<file path="src/rtl/button_debounce.sv">
// Push-button conditioner: 2-flop synchroniser, polarity normalisation and a
// 4-state debounce FSM per channel, producing a clean level plus single-cycle
// press/release pulses. Optional long-press detection is compiled in when the
// macro BUTTON_DEBOUNCE_LONG_PRESS_EN is defined; otherwise long_press is 0.
module button_debounce #(
  parameter int CLOCK_HZ          = 27_000_000,
  parameter int NUMBER_OF_BUTTONS = 2,
  parameter int DEBOUNCE_MS       = 10,
  parameter int LONG_PRESS_MS     = 1000,
  parameter int ACTIVE_LOW        = 1
) (
  input  logic                         clock,
  input  logic                         reset,
  input  logic [NUMBER_OF_BUTTONS-1:0] button_in,
  output logic [NUMBER_OF_BUTTONS-1:0] button_out,
  output logic [NUMBER_OF_BUTTONS-1:0] pressed,
  output logic [NUMBER_OF_BUTTONS-1:0] released,
  output logic [NUMBER_OF_BUTTONS-1:0] long_press
);

  localparam int N     = NUMBER_OF_BUTTONS;
  localparam int D_RAW = (CLOCK_HZ / 1000) * DEBOUNCE_MS;
  localparam int D     = (D_RAW < 1) ? 1 : D_RAW;
  localparam int CW    = $clog2(D + 1);
  localparam logic [CW-1:0] D_LAST = CW'(D - 1);

  // Inactive pin level; also the value the synchroniser holds in reset so
  // that no phantom press is seen when reset is released.
  localparam logic INACTIVE = (ACTIVE_LOW != 0) ? 1'b1 : 1'b0;

  localparam logic [1:0] ST_IDLE         = 2'd0;
  localparam logic [1:0] ST_PRESS_WAIT   = 2'd1;
  localparam logic [1:0] ST_HELD         = 2'd2;
  localparam logic [1:0] ST_RELEASE_WAIT = 2'd3;

  logic [N-1:0] sync1_q, sync1_d;
  logic [N-1:0] sync2_q, sync2_d;
  logic [N-1:0] s;

  // Synchroniser next-state: shift the raw pins through two stages.
  always_comb begin
    sync1_d = button_in;
    sync2_d = sync1_q;
  end

  // Synchroniser flops, preset to the inactive pin level in reset.
  always_ff @(posedge clock or posedge reset) begin
    if (reset) begin
      sync1_q <= {N{INACTIVE}};
      sync2_q <= {N{INACTIVE}};
    end else begin
      sync1_q <= sync1_d;
      sync2_q <= sync2_d;
    end
  end

  // Normalised pressed level: 1 means the button is pressed.
  assign s = sync2_q ^ {N{INACTIVE}};

  for (genvar i = 0; i < N; i++) begin : g_ch
    logic [1:0]    state_q, state_d;
    logic [CW-1:0] cnt_q, cnt_d;
    logic          out_q, out_d;
    logic          pr_q, pr_d;
    logic          rl_q, rl_d;

    // Debounce FSM: a level change is accepted only after D+1 equal samples.
    always_comb begin
      state_d = state_q;
      cnt_d   = cnt_q;
      out_d   = out_q;
      pr_d    = 1'b0;
      rl_d    = 1'b0;
      case (state_q)
        ST_IDLE: begin
          if (s[i]) begin
            state_d = ST_PRESS_WAIT;
            cnt_d   = '0;
          end else begin
            state_d = ST_IDLE;
          end
        end
        ST_PRESS_WAIT: begin
          if (!s[i]) begin
            state_d = ST_IDLE;
          end else if (cnt_q == D_LAST) begin
            state_d = ST_HELD;
            out_d   = 1'b1;
            pr_d    = 1'b1;
          end else begin
            cnt_d = cnt_q + CW'(1);
          end
        end
        ST_HELD: begin
          if (!s[i]) begin
            state_d = ST_RELEASE_WAIT;
            cnt_d   = '0;
          end else begin
            state_d = ST_HELD;
          end
        end
        ST_RELEASE_WAIT: begin
          if (s[i]) begin
            state_d = ST_HELD;
          end else if (cnt_q == D_LAST) begin
            state_d = ST_IDLE;
            out_d   = 1'b0;
            rl_d    = 1'b1;
          end else begin
            cnt_d = cnt_q + CW'(1);
          end
        end
        default: begin
          state_d = ST_IDLE;
          cnt_d   = '0;
          out_d   = 1'b0;
        end
      endcase
    end

    // FSM state, counter and registered level/pulse outputs.
    always_ff @(posedge clock or posedge reset) begin
      if (reset) begin
        state_q <= ST_IDLE;
        cnt_q   <= '0;
        out_q   <= 1'b0;
        pr_q    <= 1'b0;
        rl_q    <= 1'b0;
      end else begin
        state_q <= state_d;
        cnt_q   <= cnt_d;
        out_q   <= out_d;
        pr_q    <= pr_d;
        rl_q    <= rl_d;
      end
    end

    assign button_out[i] = out_q;
    assign pressed[i]    = pr_q;
    assign released[i]   = rl_q;

`ifdef BUTTON_DEBOUNCE_LONG_PRESS_EN
    localparam int L_RAW = (CLOCK_HZ / 1000) * LONG_PRESS_MS;
    localparam int L     = (L_RAW < 1) ? 1 : L_RAW;
    localparam int HW    = $clog2(L + 1);
    localparam logic [HW-1:0] L_FULL = HW'(L);
    localparam logic [HW-1:0] L_LAST = HW'(L - 1);

    logic [HW-1:0] hc_q, hc_d;
    logic          lp_q, lp_d;

    // Hold counter: restarts on press acceptance, keeps running through
    // release bounces, fires once at L-1 and then parks at L.
    always_comb begin
      hc_d = hc_q;
      lp_d = 1'b0;
      if ((state_q == ST_PRESS_WAIT) && (state_d == ST_HELD)) begin
        hc_d = '0;
      end else if ((state_q == ST_HELD) || (state_q == ST_RELEASE_WAIT)) begin
        if (hc_q == L_LAST) begin
          hc_d = L_FULL;
          lp_d = 1'b1;
        end else if (hc_q < L_FULL) begin
          hc_d = hc_q + HW'(1);
        end else begin
          hc_d = hc_q;
        end
      end else begin
        hc_d = '0;
      end
    end

    // Hold counter and registered long-press pulse.
    always_ff @(posedge clock or posedge reset) begin
      if (reset) begin
        hc_q <= '0;
        lp_q <= 1'b0;
      end else begin
        hc_q <= hc_d;
        lp_q <= lp_d;
      end
    end

    assign long_press[i] = lp_q;
`else
    assign long_press[i] = 1'b0;
`endif
  end

endmodule

</file>
<file path="config.mk">
export PLATFORM = sky130hd
export DESIGN_NAME = button_debounce
export DESIGN_NICKNAME = d
export VERILOG_FILES = /design/src/rtl/button_debounce.sv
export SDC_FILE = /design/constraint.sdc
export NUM_CORES = 1
export LEC_CHECK = 0
export CAP_MARGIN = 0
export CORE_ASPECT_RATIO = 1.5
export CORE_UTILIZATION = 43
export CTS_BUF_LIST = sky130_fd_sc_hd__clkbuf_8
export CTS_CLUSTER_SIZE = 10
export DETAILED_ROUTE_END_ITERATION = 10
export PLACE_DENSITY = 0.58
export SETUP_SLACK_MARGIN = 0.2
export SLEW_MARGIN = 5
export SYNTH_ARGS = -nofsm -noshare
export SYNTH_HDL_FRONTEND = slang
export SYNTH_SLANG_ARGS = --single-unit
export TNS_END_PERCENT = 20
</file>
<file path="constraint.sdc">
create_clock -name clock -period 4.7 [get_ports clock]
set_clock_uncertainty 0.05 [all_clocks]
set_input_delay 0.47 -clock clock [delete_from_list [all_inputs] [get_ports clock]]
set_output_delay 0.47 -clock clock [all_outputs]
set_load 0.02 [all_outputs]
</file>
==> flow_summary.json, run 1 <==
{
  "status": "completed",
  "fp.dieW_um": 66.4,
  "power_density_nw_per_um2": 275,
  "grt_use_total_pct": 18.5,
  "tightest_slew_ns": 0.838,
  "die_height_um": 98.6,
  "ys_seq_area_share_pct": 48.9,
  "crit_type": "reg2reg",
  "yosysWarnings": 0,
  "synthDistinctLibCells": 50,
  "min_from": "sync1_q[0]",
  "multi_input_area_um2": 1230,
  "syn_avg_cell_area_um2": 9.25,
  "avgRoutedWirePerCell_um": 14.7,
  "drt_iter0_drc": 107,
  "fin_tns_setup_ns": 0,
  "ctsHtreeMaxLevel": 2,
  "synth_area_leaders": "dfrtp_1, nand2_1, xnor2_1",
  "n_antenna_cell": 0,
  "clk_pin_slew_ns": 0.09,
  "arrival_ns": 2.29,
  "grt_max_degree": 53,
  "ant_nets": 0,
  "r2r_end": "g_ch[1].cnt_q[4]",
  "max-cap-violations": 0,
  "min_period_ns": 2.14,
  "synth_edf_count": 0,
  "drt_pre_antenna_iters": 4,
  "drive_gt1_share_pct": 6.87,
  "clockBufferDepth": 2,
  "drc": 0,
  "coreArea_um2": 5910,
  "viasPerCell": 5.54,
  "cp-start-kind": "flip-flop",
  "whs_ns": 0.312,
  "cts_resized": 0,
  "hold_buffers": 0,
  "setup_viol_count_final": 0,
  "fillerInstances": 566,
  "power.leakage_nw": 1.17,
  "cts_tree": "done",
  "synthFlopType": "dfrtp_1",
  "core.rowCount": 34,
  "reg2reg_from": "g_ch[1].cnt_q[1]",
  "nets": 296,
  "synth_most_common_cell": "dfrtp_1",
  "post_cts_buffers": 0,
  "ys_ff_latch": 52,
  "io-pin-count": 12,
  "netlist.area_leader.share_pct": 44.9,
  "clk_latency_ns": 0.30,
  "io_buffers": 9,
  "dieArea_um2": 6540,
  "end_kind": "flip-flop",
  "peakVddDrop_v": 0.000142,
  "async_reset_ff_share_pct": 100,
  "worst-r2r-setup-slack_ns": 2.56,
  "slew_headroom_pct": 44.0,
  "grt_pass1_wl_um": 9350,
  "grt_overflow": 0,
  "synthTopCellsByCount": "dfrtp_1, nand2_1, nor2_1",
  "place_inst": 355,
  "synth_cells": 289,
  "cts_num_sinks": 52,
  "post-route-period-util_pct": 45.6,
  "r2r_cells": 6,
  "start_util_pct": 45.2,
  "hp-class": "reg2reg",
  "cts_made_buffers": 5,
  "hold_end": "sync2_q[0]",
  "vias": 2010,
  "synthToLayoutAreaGrowth_pct": 7.21,
  "fin_cells": 363,
  "hold_depth": 0,
  "grt_pass1_vias": 2005,
  "slew_viol_final": 0,
  "cts-root-buf": "clkbuf_8",
  "max_freq_mhz": 467,
  "critPathRequiredTime_ns": 4.85,
  "synth_area_leader_cell": "dfrtp_1",
  "seq_area_um2": 1310,
  "rsz0062_at_grt": "false",
  "gp_congestion": 0.787,
  "drt_wl_total_um": 5330,
  "hold_viol_final": 0,
  "crit_path_max_fanout": 5,
  "antenna_found_initial": 0,
  "dp_hpwl_um": 3810,
  "synth_area_um2": 2670
}
metrics by stage:
step / total power [W] / utilization [%] / setup slack, ns / instance area [µm²]
final: 0.000788 / 48.5 / 2.56 / 2870
after global routing: 0.000826 / 48.5 / 2.33 / 2870
after CTS: 0.000801 / 48.5 / 2.56 / 2870
after detailed placement: 0.000534 / 46.9 / 2.56 / 2770
after global placement: 0.000534 / 46.9 / 2.62 / 2770
after floorplan: 0.000518 / - / 2.87 / 2680
final cells by class:
| class | count | share of cell area, % |
|---|---|---|
| sequential | 52 | 45.6 |
| multi-input combinational | 208 | 42.8 |
| timing repair buffer | 11 | 3.67 |
| tap | 72 | 3.14 |
| clock buffer | 6 | 2.88 |
| inverter | 12 | 1.57 |
| clock inverter | 2 | 0.393 |
registers in the layout, indices dropped and copies added, names as in the netlist, named ones only:
signal	cells
g_ch.rl_q	2
g_ch.out_q	2
g_ch.state_q	2
g_ch.pr_q	2
sync2_q	2
sync1_q	2
g_ch.cnt_q	38
layout by cell type, fill, tap and decap left out, types with 3 or more instances in the layout:
| cell type | count |
|---|---|
| clkdlybuf4s50_1 | 9 |
| and3_1 | 6 |
| dfstp_2 | 4 |
| nor4_1 | 5 |
| mux2i_1 | 4 |
| nand4_1 | 7 |
| nor3_1 | 13 |
| nand2_1 | 31 |
| a21oi_1 | 12 |
| o21a_1 | 3 |
| o21ai_0 | 21 |
| clkbuf_8 | 6 |
| nand2b_1 | 3 |
| nor2_1 | 29 |
| xnor2_1 | 13 |
| o31ai_1 | 3 |
| or3_1 | 5 |
| inv_1 | 12 |
| xor2_1 | 4 |
| dfrtp_1 | 48 |
| nand3_1 | 12 |
cell families (layout without fill, tap and decap cells):
| logic type | count (synthesis) | count (layout) | share of synthesized area [%] |
|---|---|---|---|
| compound gates | 55 | 55 | 13.0 |
| simple gates | 128 | 128 | 24.6 |
| fa+ha+maj | 2 | 2 | 0.936 |
| mux | 4 | 4 | 1.50 |
| other cells | 1 | 2 | 0.140 |
| buf+inv | 30 | 31 | 5.43 |
| xor+xnor | 17 | 17 | 5.57 |
| flops | 52 | 52 | 48.9 |
how the worst max path moves through the flow:
stage,slack (ns),to,startpoint
after detailed placement,2.56,g_ch[1].cnt_q[4],g_ch[1].cnt_q[0]
after global placement,2.62,g_ch[1].out_q,g_ch[1].cnt_q[0]
final,2.56,g_ch[1].cnt_q[4],g_ch[1].cnt_q[1]
after floorplan,2.87,g_ch[0].cnt_q[14],sync2_q[0]
after CTS,2.56,g_ch[1].cnt_q[4],g_ch[1].cnt_q[0]
after global routing,2.33,g_ch[0].cnt_q[18],g_ch[0].cnt_q[0]
power breakdown:
| part | switching, W | internal, W | total (W) | leakage (nW) |
|---|---|---|---|---|
| logic | 0.0000300 | 0.0000158 | 0.0000458 | 0.423 |
| registers | 0.0000178 | 0.000460 | 0.000478 | 0.703 |
| clock network | 0.000146 | 0.000118 | 0.000264 | 0.0486 |
| total | 0.000194 | 0.000594 | 0.000788 | 1.17 |
per-layer routing:
layer	up-vias	global-route usage, %	share of wire [%]
met1	974	21.4	42
li1	1010	-	-
met2	17	33.3	55
met4	0	7.53	2.0
met3	9	2.78	1.5
met5	-	0	0
critical path, cell delays in order (launching register included):
cell and delay, ns:
dfrtp_1 0.45, ha_1 0.25, and3_1 0.25, nand4_1 0.21, nor3_1 0.47, o21ai_0 0.16, a22o_1 0.19
No activity file was read; power rests on OpenSTA's default activity.
==> run 2, diff against run 1 <==
Clock period 4.7 ns to 2.1 ns, I/O delays scaled along.
==> run 2 against run 1 <==
Against the previous run: sequential cell count did not move; combinational power grew to 2.7 times the previous value; final area is 5.8% higher; via count rose by 3.2%; cell count up 4.1%; fmax is 13% higher; global-route usage rose by 0.56 points; clock power rose by 110%; clock-buffer cell count fell by 1; die area is the same; critical endpoint unchanged; largest cell class unchanged.
==> flow_summary.json, run 2 (synthesized netlist as in run 1, its figures left out) <==
{
  "critPathRequiredTime_ns": 2.25,
  "io_buffers": 9,
  "drt_pre_antenna_iters": 4,
  "cts-root-buf": "clkbuf_8",
  "fin_util_pct": 51.3,
  "drive_gt1_share_pct": 15.4,
  "setup_viol_count_final": 0,
  "grt_overflow": 0,
  "post-route-period-util_pct": 90.2,
  "die_height_um": 98.6,
  "fin_tns_setup_ns": 0,
  "rsz0062_at_grt": "true",
  "drt_wl_total_um": 5600,
  "gp_congestion": 0.776,
  "core.rowCount": 34,
  "reg2reg_from": "g_ch[1].cnt_q[1]",
  "grt_pass1_wl_um": 9520,
  "peakVddDrop_v": 0.000269,
  "crit_path_max_fanout": 5,
  "min_period_ns": 1.89,
  "end_kind": "flip-flop",
  "dp_hpwl_um": 4010,
  "drc": 0,
  "ant_nets": 0,
  "clk_pin_slew_ns": 0.10,
  "antenna_found_initial": 0,
  "vias": 2074,
  "hold_viol_final": 0,
  "cts_made_buffers": 5,
  "tightest_slew_ns": 0.676,
  "start_util_pct": 45.2,
  "slew_viol_final": 0,
  "max_freq_mhz": 528,
  "grt_max_degree": 53,
  "critPathLaunch": "g_ch[1].cnt_q[1]",
  "n_antenna_cell": 0,
  "seq_area_um2": 1310,
  "crit_type": "reg2reg",
  "r2r_cells": 7,
  "avgRoutedWirePerCell_um": 14.8,
  "clockBufferDepth": 2,
  "grt_pass1_vias": 2118,
  "cts_tree": "done",
  "dieArea_um2": 6540,
  "final_common_cell": "dfrtp_1",
  "r2r_end": "g_ch[1].cnt_q[4]",
  "hold_buffers": 0,
  "power_density_nw_per_um2": 577,
  "largest_register_ffs": 38,
  "grt_use_total_pct": 19.1,
  "power.leakage_nw": 1.25,
  "synthToLayoutAreaGrowth_pct": 13.4,
  "slew_headroom_pct": 54.7,
  "io-pin-count": 12,
  "cp-start-kind": "flip-flop",
  "fp.dieW_um": 66.4,
  "fillerInstances": 556,
  "worst-r2r-setup-slack_ns": 0.21,
  "arrival_ns": 2.05,
  "multi_input_area_um2": 1270,
  "hp-class": "in2async",
  "max-cap-violations": 0,
  "clk_latency_ns": 0.30,
  "cp-endpoint": "g_ch[1].cnt_q[4]",
  "layout_common_cells": "dfrtp_1, nand2_1, nor2_1, o21ai_0, buf_4",
  "drt_iter0_drc": 112,
  "status": "completed",
  "viasPerCell": 5.49,
  "largest-register": "g_ch.cnt_q",
  "cts_num_sinks": 52,
  "ctsHtreeMaxLevel": 2,
  "nets": 311,
  "coreArea_um2": 5910
}
-- run 2: final cells by class --
cell class	count	area share [%]
Clock buffer	5	2.27
Clock inverter	3	0.536
Inverter	12	1.49
Multi-Input combinational cell	208	42.0
Sequential cell	52	43.2
Tap cell	72	2.97
Timing Repair Buffer	26	7.59
-- run 2: worst min-delay path by stage --
stage / from / to / slack (ns) / cells past startpoint
floorplan: button_in[0] / sync1_q[0] / 0.16 / 0
global placement: sync1_q[1] / sync2_q[1] / 0.30 / 0
detailed placement: sync1_q[1] / sync2_q[1] / 0.30 / 0
CTS: reset / g_ch[1].cnt_q[10] / 0.23 / 3
global route: button_in[0] / sync1_q[0] / 0.24 / 1
finish: reset / g_ch[1].cnt_q[10] / 0.22 / 3
-- run 2: through the flow --
step                      std cells  hold WS [ns]  setup slack [ns]  instance area (µm²)  total power (W)
after floorplan                 290         0.164             0.271                 2680          0.00116
after global placement          367         0.297             0.197                 2880          0.00120
after detailed placement        367         0.297             0.163                 2880          0.00121
after CTS                       376         0.226             0.205                 2970          0.00177
after global routing            378         0.243             0.132                 3030          0.00185
final                           378         0.223             0.206                 3030          0.00175
-- run 2: what timing repair did --
action / in CTS / in global routing
setup endpoints to repair: 5 / 22
buffers inserted: 1 / 2
pin swaps: 1 / 1
gates resized for setup: 0 / 12
-- run 2: metal layers --
| metal | global-route usage (%) | vias up | routed length [µm] |
|---|---|---|---|
| met3 | 3.01 | 8 | 78 |
| met4 | 8.67 | 0 | 97 |
| met5 | 0 | - | 0 |
| li1 | - | 1039 | - |
| met2 | 34.5 | 20 | 3090 |
| met1 | 21.3 | 1007 | 2330 |
-- run 2: where the power goes --
group          total, W  internal (W)  switching, W
logic          0.000125     0.0000494     0.0000756
clock network  0.000557      0.000229      0.000328
registers       0.00107       0.00103     0.0000373
total           0.00175       0.00131      0.000441
-- run 2: worst max-delay path, stage by stage (launching register included) --
cell and delay (ns):
dfrtp_1 0.43, ha_2 0.24, and3_1 0.23, nand4_1 0.19, nor3_1 0.21, buf_4 0.16
o21ai_0 0.09, a22o_1 0.19
==> run 3, diff against run 2 <==
Settings changed: DONT_BUFFER_PORTS from default to 1, PLACE_DENSITY 0.58 to 0.56.
==> run 3 against run 2 <==
Against the previous run: sequential power is essentially flat; first-iteration DRC count fell by 13%; die area did not move; hold slack better by 0.081 ns; sequential share of layout area increased by 0.50 points; global-route usage down 0.057 points; routed wire length shrank 2.3%; critical path type unchanged.
==> flow_summary.json, run 3 (synthesized netlist as in run 1, its figures left out) <==
{
  "nets": 302,
  "grt_use_total_pct": 19.0,
  "io-pin-count": 12,
  "grt_max_degree": 37,
  "synthToLayoutAreaGrowth_pct": 12.4,
  "fin_ws_ns": 0.206,
  "antenna_found_initial": 0,
  "coreArea_um2": 5910,
  "cp_top_family": "simple AND/OR/NAND/NOR gates",
  "ant_nets": 0,
  "power_density_nw_per_um2": 639,
  "start_util_pct": 45.2,
  "gp_congestion": 0.824,
  "ctsHtreeMaxLevel": 2,
  "grt_pass1_vias": 2043,
  "die_height_um": 98.6,
  "power.leakage_nw": 1.24,
  "crit_path_max_fanout": 6,
  "max_stage_delay_ns": 0.41,
  "max-cap-violations": 0,
  "cts_made_buffers": 5,
  "cts-root-buf": "clkbuf_8",
  "crit_type": "reg2reg",
  "drt_wl_total_um": 5470,
  "pre_cts_ws_ns": 0.0631,
  "cts_tree": "done",
  "n_antenna_cell": 0,
  "grt_pass1_wl_um": 9540,
  "tightest_slew_ns": 0.505,
  "slew_viol_final": 0,
  "cp.buffers_inverters": 0,
  "status": "completed",
  "clockBufferDepth": 2,
  "viasPerCell": 5.57,
  "hp-class": "in2async",
  "rsz0062_at_grt": "true",
  "clk_latency_ns": 0.30,
  "peakVddDrop_v": 0.000290,
  "io_buffers": 0,
  "hold_viol_final": 0,
  "final_common_cell": "dfrtp_1",
  "core.rowCount": 34,
  "drc": 0,
  "whs_ns": 0.305,
  "vias": 2055,
  "slew_headroom_pct": 66.3,
  "reg2reg_from": "g_ch[0].cnt_q[8]",
  "arrival_ns": 2.06,
  "end_kind": "flip-flop",
  "drt_iter0_drc": 97,
  "cts_num_sinks": 52,
  "path_cells": "nand4_1 > or3_4 > or3_1 > or3_1 > o21ai_0",
  "critPathLaunch": "g_ch[0].cnt_q[8]",
  "drt_pre_antenna_iters": 4,
  "max_freq_mhz": 528,
  "cp-start-kind": "flip-flop",
  "drive_gt1_share_pct": 15.8,
  "grt_overflow": 0,
  "dp_hpwl_um": 3980,
  "fp.dieW_um": 66.4,
  "post-route-period-util_pct": 90.2,
  "largest-register": "g_ch.cnt_q",
  "clk_pin_slew_ns": 0.09,
  "avgRoutedWirePerCell_um": 14.8,
  "layout_common_cells": "dfrtp_1, nand2_1, nor2_1, o21ai_0",
  "largest_register_ffs": 38,
  "min_period_ns": 1.89,
  "cp_common_cell": "or3_1",
  "dieArea_um2": 6540,
  "fin_tns_setup_ns": 0,
  "critPathRequiredTime_ns": 2.27,
  "setup_viol_count_final": 0,
  "crit_slowest_cell": "dfrtp_1"
}
run 3: cell type report:
type	instances	area [µm²]
Inverter	12	45.0
Multi-Input combinational cell	208	1290
Clock buffer	6	82.6
Sequential cell	52	1310
Fill cell	549	2910
Timing Repair Buffer	17	148
Tap cell	72	90.1
Clock inverter	2	38.8
run 3: metrics by stage:
step	total power [W]	area (µm²)	instances	utilization, %
2_1_floorplan	0.00116	2680	290	-
3_3_place_gp	0.00120	2760	355	46.7
3_5_place_dp	0.00120	2760	355	46.7
4_1_cts	0.00194	2930	366	49.5
5_1_grt	0.00202	3000	369	50.8
6_report	0.00192	3000	369	50.8
run 3: layer usage:
| layer | routed length, µm | track usage [%] | up-vias |
|---|---|---|---|
| met5 | 0 | 0 | - |
| met1 | 2250 | 21.4 | 1009 |
| met2 | 3040 | 35.4 | 18 |
| met4 | 110 | 6.71 | 0 |
| met3 | 71 | 2.66 | 8 |
| li1 | - | - | 1020 |
run 3: where the power goes:
part	internal [W]	switching, W
Combinational	0.0000523	0.0000743
Sequential	0.00103	0.0000385
Clock	0.000390	0.000333
Total	0.00147	0.000446
run 3: what timing repair did:
action | CTS | global route
hold buffers | 3 | 0
pin swaps | 0 | 1
cloned | 0 | 0
setup endpoints to repair | 8 | 33
endpoints found under the hold margin | 15 | 0
gates resized for setup | 3 | 15
buffers inserted | 0 | 3
run 3: path summary, 6_finish.rpt:
kind                                     end  slack [ns]  cells past startpoint
max                        g_ch[0].cnt_q[17]        0.21                      5
max reg2reg                g_ch[0].cnt_q[17]        0.21                      5
max in group asynchronous         sync2_q[1]        1.13                      3
min                         g_ch[0].cnt_q[3]        0.30                      2
min reg2reg                       sync2_q[0]        0.31                      0
min in group clock                sync2_q[0]        0.31                      0
